File: config.mk
export PLATFORM = sky130hd
export DESIGN_NAME = pe_buffer_fill_ctrl_flat
export DESIGN_NICKNAME = d
export VERILOG_FILES = /design/src/rtl/pe_buffer_fill_ctrl_pkg.sv /design/src/rtl/pe_buffer_fill_ctrl_if.sv /design/src/rtl/pe_buffer_fill_ctrl_mod_n_ptr.sv /design/src/rtl/pe_buffer_fill_ctrl.sv /design/src/flat_wrapper.sv
export SDC_FILE = /design/constraint.sdc
export NUM_CORES = 1
export LEC_CHECK = 0
export BUFFER_PORTS_ARGS = -buffer_cell sky130_fd_sc_hd__buf_2
export CORE_MARGIN = 1.5
export CORE_UTILIZATION = 25
export CTS_BUF_LIST = sky130_fd_sc_hd__clkbuf_8
export CTS_CLUSTER_DIAMETER = 50
export DETAILED_ROUTE_END_ITERATION = 12
export PLACE_DENSITY = 0.41
export SLEW_MARGIN = 20
export SYNTH_ARGS = -nofsm -noshare
export SYNTH_HDL_FRONTEND = slang
export SYNTH_SLANG_ARGS = --single-unit
File: constraint.sdc
create_clock -name clk -period 5 [get_ports clk]
set_input_delay 0.5 -clock clk [delete_from_list [all_inputs] [get_ports clk]]
set_output_delay 0.5 -clock clk [all_outputs]
set_load 0.05 [all_outputs]
File: src/rtl/pe_buffer_fill_ctrl_pkg.sv
// Shared types and helpers for the PE register-file fill controller.
package pe_buffer_fill_ctrl_pkg;

  typedef enum logic [1:0] {
    S_IDLE,
    S_FILL,
    S_COMPUTE,
    S_DONE
  } state_t;

  // A zero or oversized stride degenerates to a full-window refill.
  function automatic int unsigned clamp_stride(input int unsigned stride,
                                               input int unsigned num_of_reg);
    return (stride == 0 || stride > num_of_reg) ? num_of_reg : stride;
  endfunction

endpackage

File: src/rtl/pe_buffer_fill_ctrl_if.sv
// Configuration, source handshake, register-file write and PE handshake bundle.
interface pe_buffer_fill_ctrl_if #(
  parameter int unsigned ADDR_W = 4,
  parameter int unsigned WIN_W  = 8
) ();

  logic              start;
  logic [ADDR_W-1:0] cfg_stride;
  logic [WIN_W-1:0]  cfg_num_windows;
  logic              src_valid;
  logic              src_ready;
  logic              wr_en;
  logic [ADDR_W-1:0] wr_addr;
  logic [ADDR_W-1:0] win_base;
  logic              pe_start;
  logic              pe_done;
  logic              busy;
  logic              done;

  modport master (
    output start, cfg_stride, cfg_num_windows, src_valid, pe_done,
    input  src_ready, wr_en, wr_addr, win_base, pe_start, busy, done
  );

  modport slave (
    input  start, cfg_stride, cfg_num_windows, src_valid, pe_done,
    output src_ready, wr_en, wr_addr, win_base, pe_start, busy, done
  );

endinterface

File: src/rtl/pe_buffer_fill_ctrl_mod_n_ptr.sv
// Pointer register that advances by add_val, wrapping modulo NUM_OF_REG.
module mod_n_ptr #(
  parameter int unsigned NUM_OF_REG = 12,
  parameter int unsigned ADDR_W     = 4
) (
  input  logic              clk,
  input  logic              rst,
  input  logic              clr,
  input  logic              add_en,
  input  logic [ADDR_W:0]   add_val,
  output logic [ADDR_W-1:0] ptr
);

  localparam logic [ADDR_W+1:0] MODULUS = (ADDR_W+2)'(NUM_OF_REG);

  logic [ADDR_W+1:0] sum;
  logic [ADDR_W-1:0] next_ptr;

  // ptr < NUM_OF_REG and add_val <= NUM_OF_REG, so one conditional subtract wraps.
  always_comb begin
    sum      = {2'b00, ptr} + {1'b0, add_val};
    next_ptr = ADDR_W'((sum >= MODULUS) ? (sum - MODULUS) : sum);
  end

  always_ff @(posedge clk or posedge rst) begin
    if (rst) begin
      ptr <= '0;
    end else if (clr) begin
      ptr <= '0;
    end else if (add_en) begin
      ptr <= next_ptr;
    end
  end

endmodule

File: src/rtl/pe_buffer_fill_ctrl.sv
// Sequences source words into the PE's circular register file: a full initial
// fill, then a stride-sized refill after every pe_done, handing each window to the PE.
module pe_buffer_fill_ctrl
  import pe_buffer_fill_ctrl_pkg::*;
#(
  parameter int unsigned NUM_OF_REG = 12,
  parameter int unsigned ADDR_W     = 4,
  parameter int unsigned WIN_W      = 8
) (
  input logic                  clk,
  input logic                  rst,
  pe_buffer_fill_ctrl_if.slave bus
);

  localparam logic [ADDR_W:0] FULL = (ADDR_W+1)'(NUM_OF_REG);

  state_t            state;
  logic [ADDR_W:0]   stride;
  logic [ADDR_W:0]   fill_target;
  logic [ADDR_W:0]   fill_cnt;
  logic [WIN_W-1:0]  num_windows;
  logic [WIN_W-1:0]  win_cnt;
  logic              src_ready;
  logic              pe_start;
  logic              busy;
  logic              done;
  logic [ADDR_W-1:0] wr_ptr;
  logic [ADDR_W-1:0] win_base;

  logic start_accept;
  logic wr_en;
  logic window_done;
  logic fill_last;

  // NOTE: wr_en is combinational so a word is written in the same cycle it is
  // accepted; src_ready itself is registered and drops right after the last write.
  assign start_accept = (state == S_IDLE) && bus.start;
  assign wr_en        = bus.src_valid && src_ready;
  assign window_done  = (state == S_COMPUTE) && bus.pe_done;
  assign fill_last    = (fill_cnt + (ADDR_W+1)'(1)) == fill_target;

  mod_n_ptr #(.NUM_OF_REG(NUM_OF_REG), .ADDR_W(ADDR_W)) u_wr_ptr (
    .clk     (clk),
    .rst     (rst),
    .clr     (start_accept),
    .add_en  (wr_en),
    .add_val ((ADDR_W+1)'(1)),
    .ptr     (wr_ptr)
  );

  mod_n_ptr #(.NUM_OF_REG(NUM_OF_REG), .ADDR_W(ADDR_W)) u_win_base (
    .clk     (clk),
    .rst     (rst),
    .clr     (start_accept),
    .add_en  (window_done),
    .add_val (stride),
    .ptr     (win_base)
  );

  // NOTE: all state is updated with non-blocking assignments so every branch
  // reads the pre-edge values, regardless of statement order.
  always_ff @(posedge clk or posedge rst) begin
    if (rst) begin
      state       <= S_IDLE;
      stride      <= '0;
      fill_target <= '0;
      fill_cnt    <= '0;
      num_windows <= '0;
      win_cnt     <= '0;
      src_ready   <= 1'b0;
      pe_start    <= 1'b0;
      busy        <= 1'b0;
      done        <= 1'b0;
    end else begin
      case (state)
        S_IDLE: begin
          if (bus.start) begin
            stride      <= (ADDR_W+1)'(clamp_stride(32'(bus.cfg_stride), NUM_OF_REG));
            num_windows <= bus.cfg_num_windows;
            fill_target <= FULL;
            fill_cnt    <= '0;
            win_cnt     <= '0;
            busy        <= 1'b1;
            if (bus.cfg_num_windows != '0) begin
              state     <= S_FILL;
              src_ready <= 1'b1;
            end else begin
              state <= S_DONE;
              done  <= 1'b1;
            end
          end
        end

        S_FILL: begin
          if (wr_en) begin
            fill_cnt <= fill_cnt + (ADDR_W+1)'(1);
            if (fill_last) begin
              state     <= S_COMPUTE;
              src_ready <= 1'b0;
              pe_start  <= 1'b1;
            end
          end
        end

        S_COMPUTE: begin
          pe_start <= 1'b0;
          if (bus.pe_done) begin
            win_cnt <= win_cnt + WIN_W'(1);
            if ((win_cnt + WIN_W'(1)) == num_windows) begin
              state <= S_DONE;
              done  <= 1'b1;
            end else begin
              state       <= S_FILL;
              fill_target <= stride;
              fill_cnt    <= '0;
              src_ready   <= 1'b1;
            end
          end
        end

        S_DONE: begin
          state <= S_IDLE;
          done  <= 1'b0;
          busy  <= 1'b0;
        end

        default: state <= S_IDLE;
      endcase
    end
  end

  assign bus.src_ready = src_ready;
  assign bus.wr_en     = wr_en;
  assign bus.wr_addr   = wr_ptr;
  assign bus.win_base  = win_base;
  assign bus.pe_start  = pe_start;
  assign bus.busy      = busy;
  assign bus.done      = done;

  // Every completed fill leaves the write pointer on the oldest entry of the window.
  wr_ptr_tracks_base: assert property (
    @(posedge clk) disable iff (rst) (state == S_COMPUTE) |-> (wr_ptr == win_base)
  );

endmodule

File: src/flat_wrapper.sv
// flat-port wrapper written by rule: the top's interface ports become plain ports
module pe_buffer_fill_ctrl_flat import pe_buffer_fill_ctrl_pkg::*;
#(
  parameter int unsigned NUM_OF_REG = 12,
  parameter int unsigned ADDR_W     = 4,
  parameter int unsigned WIN_W      = 8
)
  (clk, rst, bus_start, bus_cfg_stride, bus_cfg_num_windows, bus_src_valid, bus_pe_done, bus_src_ready, bus_wr_en, bus_wr_addr, bus_win_base, bus_pe_start, bus_busy, bus_done);
  pe_buffer_fill_ctrl_if #(.ADDR_W(ADDR_W), .WIN_W(WIN_W)) bus_i ();
  input logic clk;
  input logic rst;
  input wire logic [$bits(bus_i.start)-1:0] bus_start;
  input wire logic [$bits(bus_i.cfg_stride)-1:0] bus_cfg_stride;
  input wire logic [$bits(bus_i.cfg_num_windows)-1:0] bus_cfg_num_windows;
  input wire logic [$bits(bus_i.src_valid)-1:0] bus_src_valid;
  input wire logic [$bits(bus_i.pe_done)-1:0] bus_pe_done;
  output wire logic [$bits(bus_i.src_ready)-1:0] bus_src_ready;
  output wire logic [$bits(bus_i.wr_en)-1:0] bus_wr_en;
  output wire logic [$bits(bus_i.wr_addr)-1:0] bus_wr_addr;
  output wire logic [$bits(bus_i.win_base)-1:0] bus_win_base;
  output wire logic [$bits(bus_i.pe_start)-1:0] bus_pe_start;
  output wire logic [$bits(bus_i.busy)-1:0] bus_busy;
  output wire logic [$bits(bus_i.done)-1:0] bus_done;
  assign bus_i.start = bus_start;
  assign bus_i.cfg_stride = bus_cfg_stride;
  assign bus_i.cfg_num_windows = bus_cfg_num_windows;
  assign bus_i.src_valid = bus_src_valid;
  assign bus_i.pe_done = bus_pe_done;
  assign bus_src_ready = bus_i.src_ready;
  assign bus_wr_en = bus_i.wr_en;
  assign bus_wr_addr = bus_i.wr_addr;
  assign bus_win_base = bus_i.win_base;
  assign bus_pe_start = bus_i.pe_start;
  assign bus_busy = bus_i.busy;
  assign bus_done = bus_i.done;
  pe_buffer_fill_ctrl #(.NUM_OF_REG(NUM_OF_REG), .ADDR_W(ADDR_W), .WIN_W(WIN_W)) u_core (.clk(clk), .rst(rst), .bus(bus_i));
endmodule
==> metrics.txt, run 1 <==
chip width 104.3 um; final setup TNS 0 ns; largest net degree at the start of global routing 44; P&R area growth vs syn 14.30%; most common cell in the netlist dfrtp_1; Yosys top cell area share 0.4197; post-CTS setup buffers 0; Post-synth EDFFs 0; Final GP Congestion 0.8157; worst-margin pin slew 0.8140 ns; clk_lat worst skew 0.29 ns; clk slew on worst S/H paths 0.08 ns; DR vias 2109; Critical Path AT 2.79 ns; critical path fanouts, max 13; first-pass GRT wire length 10.58 mm; Max VDD drop 0.0001670 V; total congestion overflow 0; fin. max-slew vios 0; Final Hold Fails 0; Die Y 104.3 um; ANT cells 0; CP required 5.18 ns; critical path class register to register; Placed Instances 435; CP bufs+invs 0; Synth Flop Type dfrtp_1; total power 1509 uW; post-route setup slack 2.393 ns; overall routing resource usage 0.1221; starting density of the core 0.2599; Clock Skew 0.003774 ns; drt drc 0; CP cell instances ha_1 > a31oi_1 > o21ai_0 > o2111ai_2 > nor4b_4 > nor4_1 > a211o_1; Layout Cells excl Fill 442; relative slew slack 0.4573; cts hold-fix bufs 0; Core ar. 9864 sq um; PwrDens 515.1 nW/um^2; CTS buffer count 5; DR iter-0 viols 194; Synth Instances 284; status finished clean; #FFs+latches synth 43; io pins 30; final period utilization 0.5215; Setup WS pre-CTS 2.409 ns; clk sink count 43; Via density 4.771; Mapped Nets 312; Netlist cell types 45; post-detail-place hpwl 4.503 mm; post-route ant nets 0; Hold Crit Class primary input to asynchronous set/reset pin; Port Buffers 29; Leakage 0.001305 uW; async set or reset register ratio after synthesis 1.000; CP max stage delay 0.74 ns; FMAX 383.5 MHz; Synth area leaders dfrtp_1 42%, ha_1 4.9%, nand2_1 4.0%; initial antenna violation count 0; clock root cell clkbuf_8; Avg Inst Size Synth 9.027 sq um; Post-Route WL 6.248 mm; final worst path period need 2.607 ns; Core Rows 36; CTS tree done; critical path startpoint category register; Setup-failing EPs final 0; synth warn 0; cts repair resizes 0; DR WL/cell 14.14 um; register area share after synthesis 0.4197; DR pass1 iterations 4; CP max stage cell nor4b_4; top cell family by delay on the critical path simple AND/OR/NAND/NOR gates; Placed Area 2826 sq um; area leader, netlist dfrtp_1; CTS max path bufs 2; Post-Syn Area 2564 sq um; vias in the first global route 2031; Design Area, Final 2930 sq um; H-tree depth 2; CP Capture Type register; Synth top cells by count 43 x dfrtp_1, 27 x nand2_1, 24 x nor2_1; Final nets 337; RSZ-0062 raised after global routing no; max cap viols 0; share of layout cells above drive strength 1 0.1456; die area 10870 sq um
stage by stage:
| stage | util | hold WS, ns |
|---|---|---|
| 5_1_grt | 0.2971 | 0.3850 |
| 3_5_place_dp | 0.2865 | 0.5008 |
| 6_report | 0.2971 | 0.3235 |
| 3_3_place_gp | 0.2865 | 0.4988 |
| 2_1_floorplan | - | 0.4708 |
| 4_1_cts | 0.2969 | 0.4209 |
where the power goes:
group          switching (uW)  internal [uW]
clock                     122            145
combinational             402            253
sequential                134            455
total                     657            852
cell families (layout without fill, tap and decap cells):
logic type	after synthesis	count (layout)	share of synthesized area
simple gates	94	94	0.1796
mux	8	8	0.03465
fa+ha+maj	11	11	0.05661
flops	43	43	0.4197
xor+xnor	19	19	0.06491
buf+inv	29	54	0.04685
compound gates	80	80	0.1977
area by class of cell:
type                            instances  area, sq um
Fill cell                            1026         6934
Multi-Input combinational cell        212         1368
Sequential cell                        43         1076
Tap cell                              133        166.4
Timing Repair Buffer                   30        152.6
Clock buffer                            5        68.82
Inverter                               17        65.06
Clock inverter                          2        33.78
path summary, 6_finish.rpt:
kind / from / to / slack, ns / depth (start not counted)
max: u_core.win_cnt[0] / u_core.fill_target[1] / 2.39 / 7
min reg2reg: u_core.bus.src_ready / u_core.bus.src_ready / 0.53 / 1
min in group clk: bus_cfg_num_windows[1] / u_core.num_windows[1] / 0.43 / 2
max reg2reg: u_core.win_cnt[0] / u_core.fill_target[1] / 2.39 / 7
max in group asynchronous: rst / u_core.fill_target[1] / 4.21 / 2
min: rst / u_core.win_cnt[1] / 0.32 / 2
worst reg2reg max path, delay by kind of cell, from the launching register on:
family | cells | cell delay [ns]
and+or+nand+nor | 2 | 0.84
adders and majority gates | 1 | 0.36
DFF | 1 | 0.45
AOI/OAI and AO/OA | 4 | 0.84
cells in the final DEF, fill, tap and decap left out, drive strengths merged, types with 2 or more instances in the layout:
cell,instances
a21oi,19
a311oi,4
nand4,2
o21ai,30
o22ai,5
o31ai,2
a31oi,3
o211ai,2
nor4,6
inv,17
nor3,5
buf,30
ha,10
a22o,3
mux2,7
nor2,24
nand3,14
dfrtp,43
a21o,4
nand2,27
and3,7
or3,3
xor2,8
nor2b,3
a22oi,2
xnor2,11
clkbuf,5
layer usage:
metal  vias to the layer above  GRT usage  wire length (um)
met3                         5    0.02068               194
met4                         0    0.03869                75
met5                         -          0                 0
met1                      1002     0.1889              3472
met2                        38     0.1692              2505
li1                       1064          -                 -
flip-flops by register name (all words and copies together), names as in the netlist:
register	count
u_core.bus.busy	1
u_core.u_wr_ptr.ptr	4
u_core.u_win_base.ptr	4
u_core.state	2
u_core.bus.src_ready	1
u_core.bus.pe_start	1
u_core.fill_cnt	5
u_core.num_windows	8
u_core.win_cnt	8
u_core.bus.done	1
u_core.fill_target	4
u_core.stride	4
Power figures use the tool's default switching activity.
==> inputs of run 2 (changes only) <==
--- a/config.mk
+++ b/config.mk
@@ -11,7 +11,7 @@
 export CTS_BUF_LIST = sky130_fd_sc_hd__clkbuf_8
 export CTS_CLUSTER_DIAMETER = 50
 export DETAILED_ROUTE_END_ITERATION = 12
-export PLACE_DENSITY = 0.41
+export PLACE_DENSITY = 0.42
 export SLEW_MARGIN = 20
 export SYNTH_ARGS = -nofsm -noshare
 export SYNTH_HDL_FRONTEND = slang
==> constraint.sdc (replaced) <==
create_clock -name clk -period 2.26 [get_ports clk]
set_input_delay 0.226 -clock clk [delete_from_list [all_inputs] [get_ports clk]]
set_output_delay 0.226 -clock clk [all_outputs]
set_load 0.05 [all_outputs]
==> run 2 against run 1 <==
Effect of this change:
- the flow now finishes with violations (hold timing)
- clock power increased by 72%
- critical path type unchanged
- maximum frequency grew 25%
- worst hold slack worse by 0.32 ns
- critical endpoint is now u_core.state[1]
- largest power group unchanged
==> metrics.txt, run 2 (synthesis gave the netlist of run 1 again) <==
critical path startpoint category register; Via density 4.791 (+0.40%); FMAX 478.2 MHz (+25%); critical path fanouts, max 7 (-6); critical path class register to register; ANT cells 0 (unchanged); vias in the first global route 2173 (+7.0%); Core ar. 9864 sq um (unchanged); starting density of the core 0.2599 (unchanged); Final GP Congestion 0.8052 (-1.3%); Top Registers u_core.num_windows (8), u_core.win_cnt (8), u_core.fill_cnt (5); Die Y 104.3 um (unchanged); CTS tree done; Setup-failing EPs final 0 (unchanged); final period utilization 0.9254 (+0.4039); clk_lat worst skew 0.29 ns (about the same); Internal Power 1821 uW (+110%); Hold Crit Class primary input to asynchronous set/reset pin; Core Rows 36 (unchanged); Post-Route WL 6.563 mm (+5.0%); CP Capture Type register; DR iter-0 viols 76 (-61%); CP required 2.46 ns (-2.72 ns); clock root cell clkbuf_8; initial antenna violation count 0 (unchanged); Critical Path AT 2.29 ns (-0.50 ns); Max VDD drop 0.0004250 V (+150%); most frequent cells in the layout 43 x dfrtp_1, 29 x buf_2, 27 x nand2_1; total congestion overflow 0 (unchanged); sequential power share 0.382 (-0.008); Clk pwr share 0.139 (-0.038); violated checks hold timing; Port Buffers 29 (unchanged); largest net degree at the start of global routing 28 (-36%); status complete, but fails checks; share of layout cells above drive strength 1 0.1869 (+0.04128); post-detail-place hpwl 4.793 mm (+6.4%); relative slew slack 0.5864 (+0.1290); final setup TNS 0 ns (unchanged); Net Sw Frac 0.4463 (+0.01078); Final Hold Fails 1 (+1); DR pass1 iterations 4 (unchanged); final worst path period need 2.091 ns (-0.5161 ns); Design Area, Final 3022 sq um (+3.1%); Final nets 350 (+3.9%); overall routing resource usage 0.1272 (+0.005163); Leakage 0.001353 uW (+3.7%); RSZ-0062 raised after global routing no; PwrDens 1088 nW/um^2 (+110%); H-tree depth 2 (unchanged); die area 10870 sq um (unchanged); Clock Skew 0.007495 ns (+0.003721 ns); clk slew on worst S/H paths 0.08 ns (about the same); Comb pwr share 0.479 (+0.045); fin. max-slew vios 0 (unchanged); CTS buffer count 5 (unchanged); worst-margin pin slew 0.6196 ns (-0.1945 ns); total power 3288 uW (+120%); Placed Area 2924 sq um (+3.5%); Switch Pwr 1468 uW (+120%); final core utilization 0.3063 (+0.009260); DR vias 2175 (+3.1%); first-pass GRT wire length 11.12 mm (+5.0%); most common library cell in the layout ignoring fill and taps dfrtp_1; chip width 104.3 um (unchanged); clk sink count 43 (unchanged); io pins 30 (unchanged); hold slack -0.0004949 ns (-0.3240 ns); drt drc 0 (unchanged); CTS max path bufs 2 (unchanged); post-route ant nets 0 (unchanged); P&R area growth vs syn 17.86%; DR WL/cell 14.46 um (+2.3%); max cap viols 0 (unchanged)
[run 2: changes by cell type in the layout (fill, tap and decap cells not counted), sizes merged]
cell / change
buf: +13
bufinv: -1
clkinv: -1
inv: +1
[run 2: metal layers]
metal | routed length, um | global-route usage
met4 | 71 | 0.04067
met3 | 279 | 0.02444
met2 | 2712 | 0.1842
met5 | 0 | 0
met1 | 3498 | 0.1884
[run 2: final cells by class]
cell class / count / area, sq um
Clock buffer: 5 / 68.82
Clock inverter: 1 / 3.754
Fill cell: 1045 / 6843
Inverter: 17 / 63.81
Multi-Input combinational cell: 212 / 1393
Sequential cell: 43 / 1076
Tap cell: 133 / 166.4
Timing Repair Buffer: 43 / 250.2
[run 2: stage by stage]
stage / instances / worst slack [ns]
floorplan: 284 / 0.01976
global placement: 448 / 0.1272
detailed placement: 448 / 0.07199
CTS: 454 / 0.04665
global route: 454 / 0.0009157
finish: 454 / 0.1687
[run 2: worst paths after layout]
kind | slack, ns | cells past startpoint | to | from
setup / recovery | 0.17 | 8 | u_core.state[1] | u_core.win_cnt[1]
hold / removal | -0.0005 | 2 | u_core.u_win_base.ptr[2] | rst
setup reg to reg | 0.17 | 8 | u_core.state[1] | u_core.win_cnt[1]
hold reg to reg | 0.51 | 2 | u_core.bus.pe_start | u_core.bus.pe_start
max in group asynchronous | 1.68 | 3 | u_core.fill_cnt[4] | rst
min in group clk | 0.16 | 3 | u_core.num_windows[4] | bus_cfg_num_windows[4]
[run 2: power by group through the flow]
stage | Sequential (uW) | Combinational [uW] | Clock [uW]
finish | 1260 | 1570 | 458
global placement | 1270 | 1560 | 0
detailed placement | 1270 | 1570 | 0
floorplan | 1430 | 981 | 0
CTS | 1250 | 1580 | 490
global route | 1300 | 1760 | 512
[run 2: timing repair]
action | CTS | global route
hold buffers | 0 | 0
setup buffers | 0 | 0
endpoints found under the setup margin | 0 | 12
resized for setup | 0 | 4
[run 2: worst max-delay path, stage by stage (launching register included)]
cell and delay [ns]:
dfrtp_1 0.43, ha_4 0.20, nand3_2 0.13, a311oi_2 0.29, o211ai_1 0.17, nor4b_4 0.31, buf_4 0.21, nor2b_1 0.05
o311ai_1 0.21
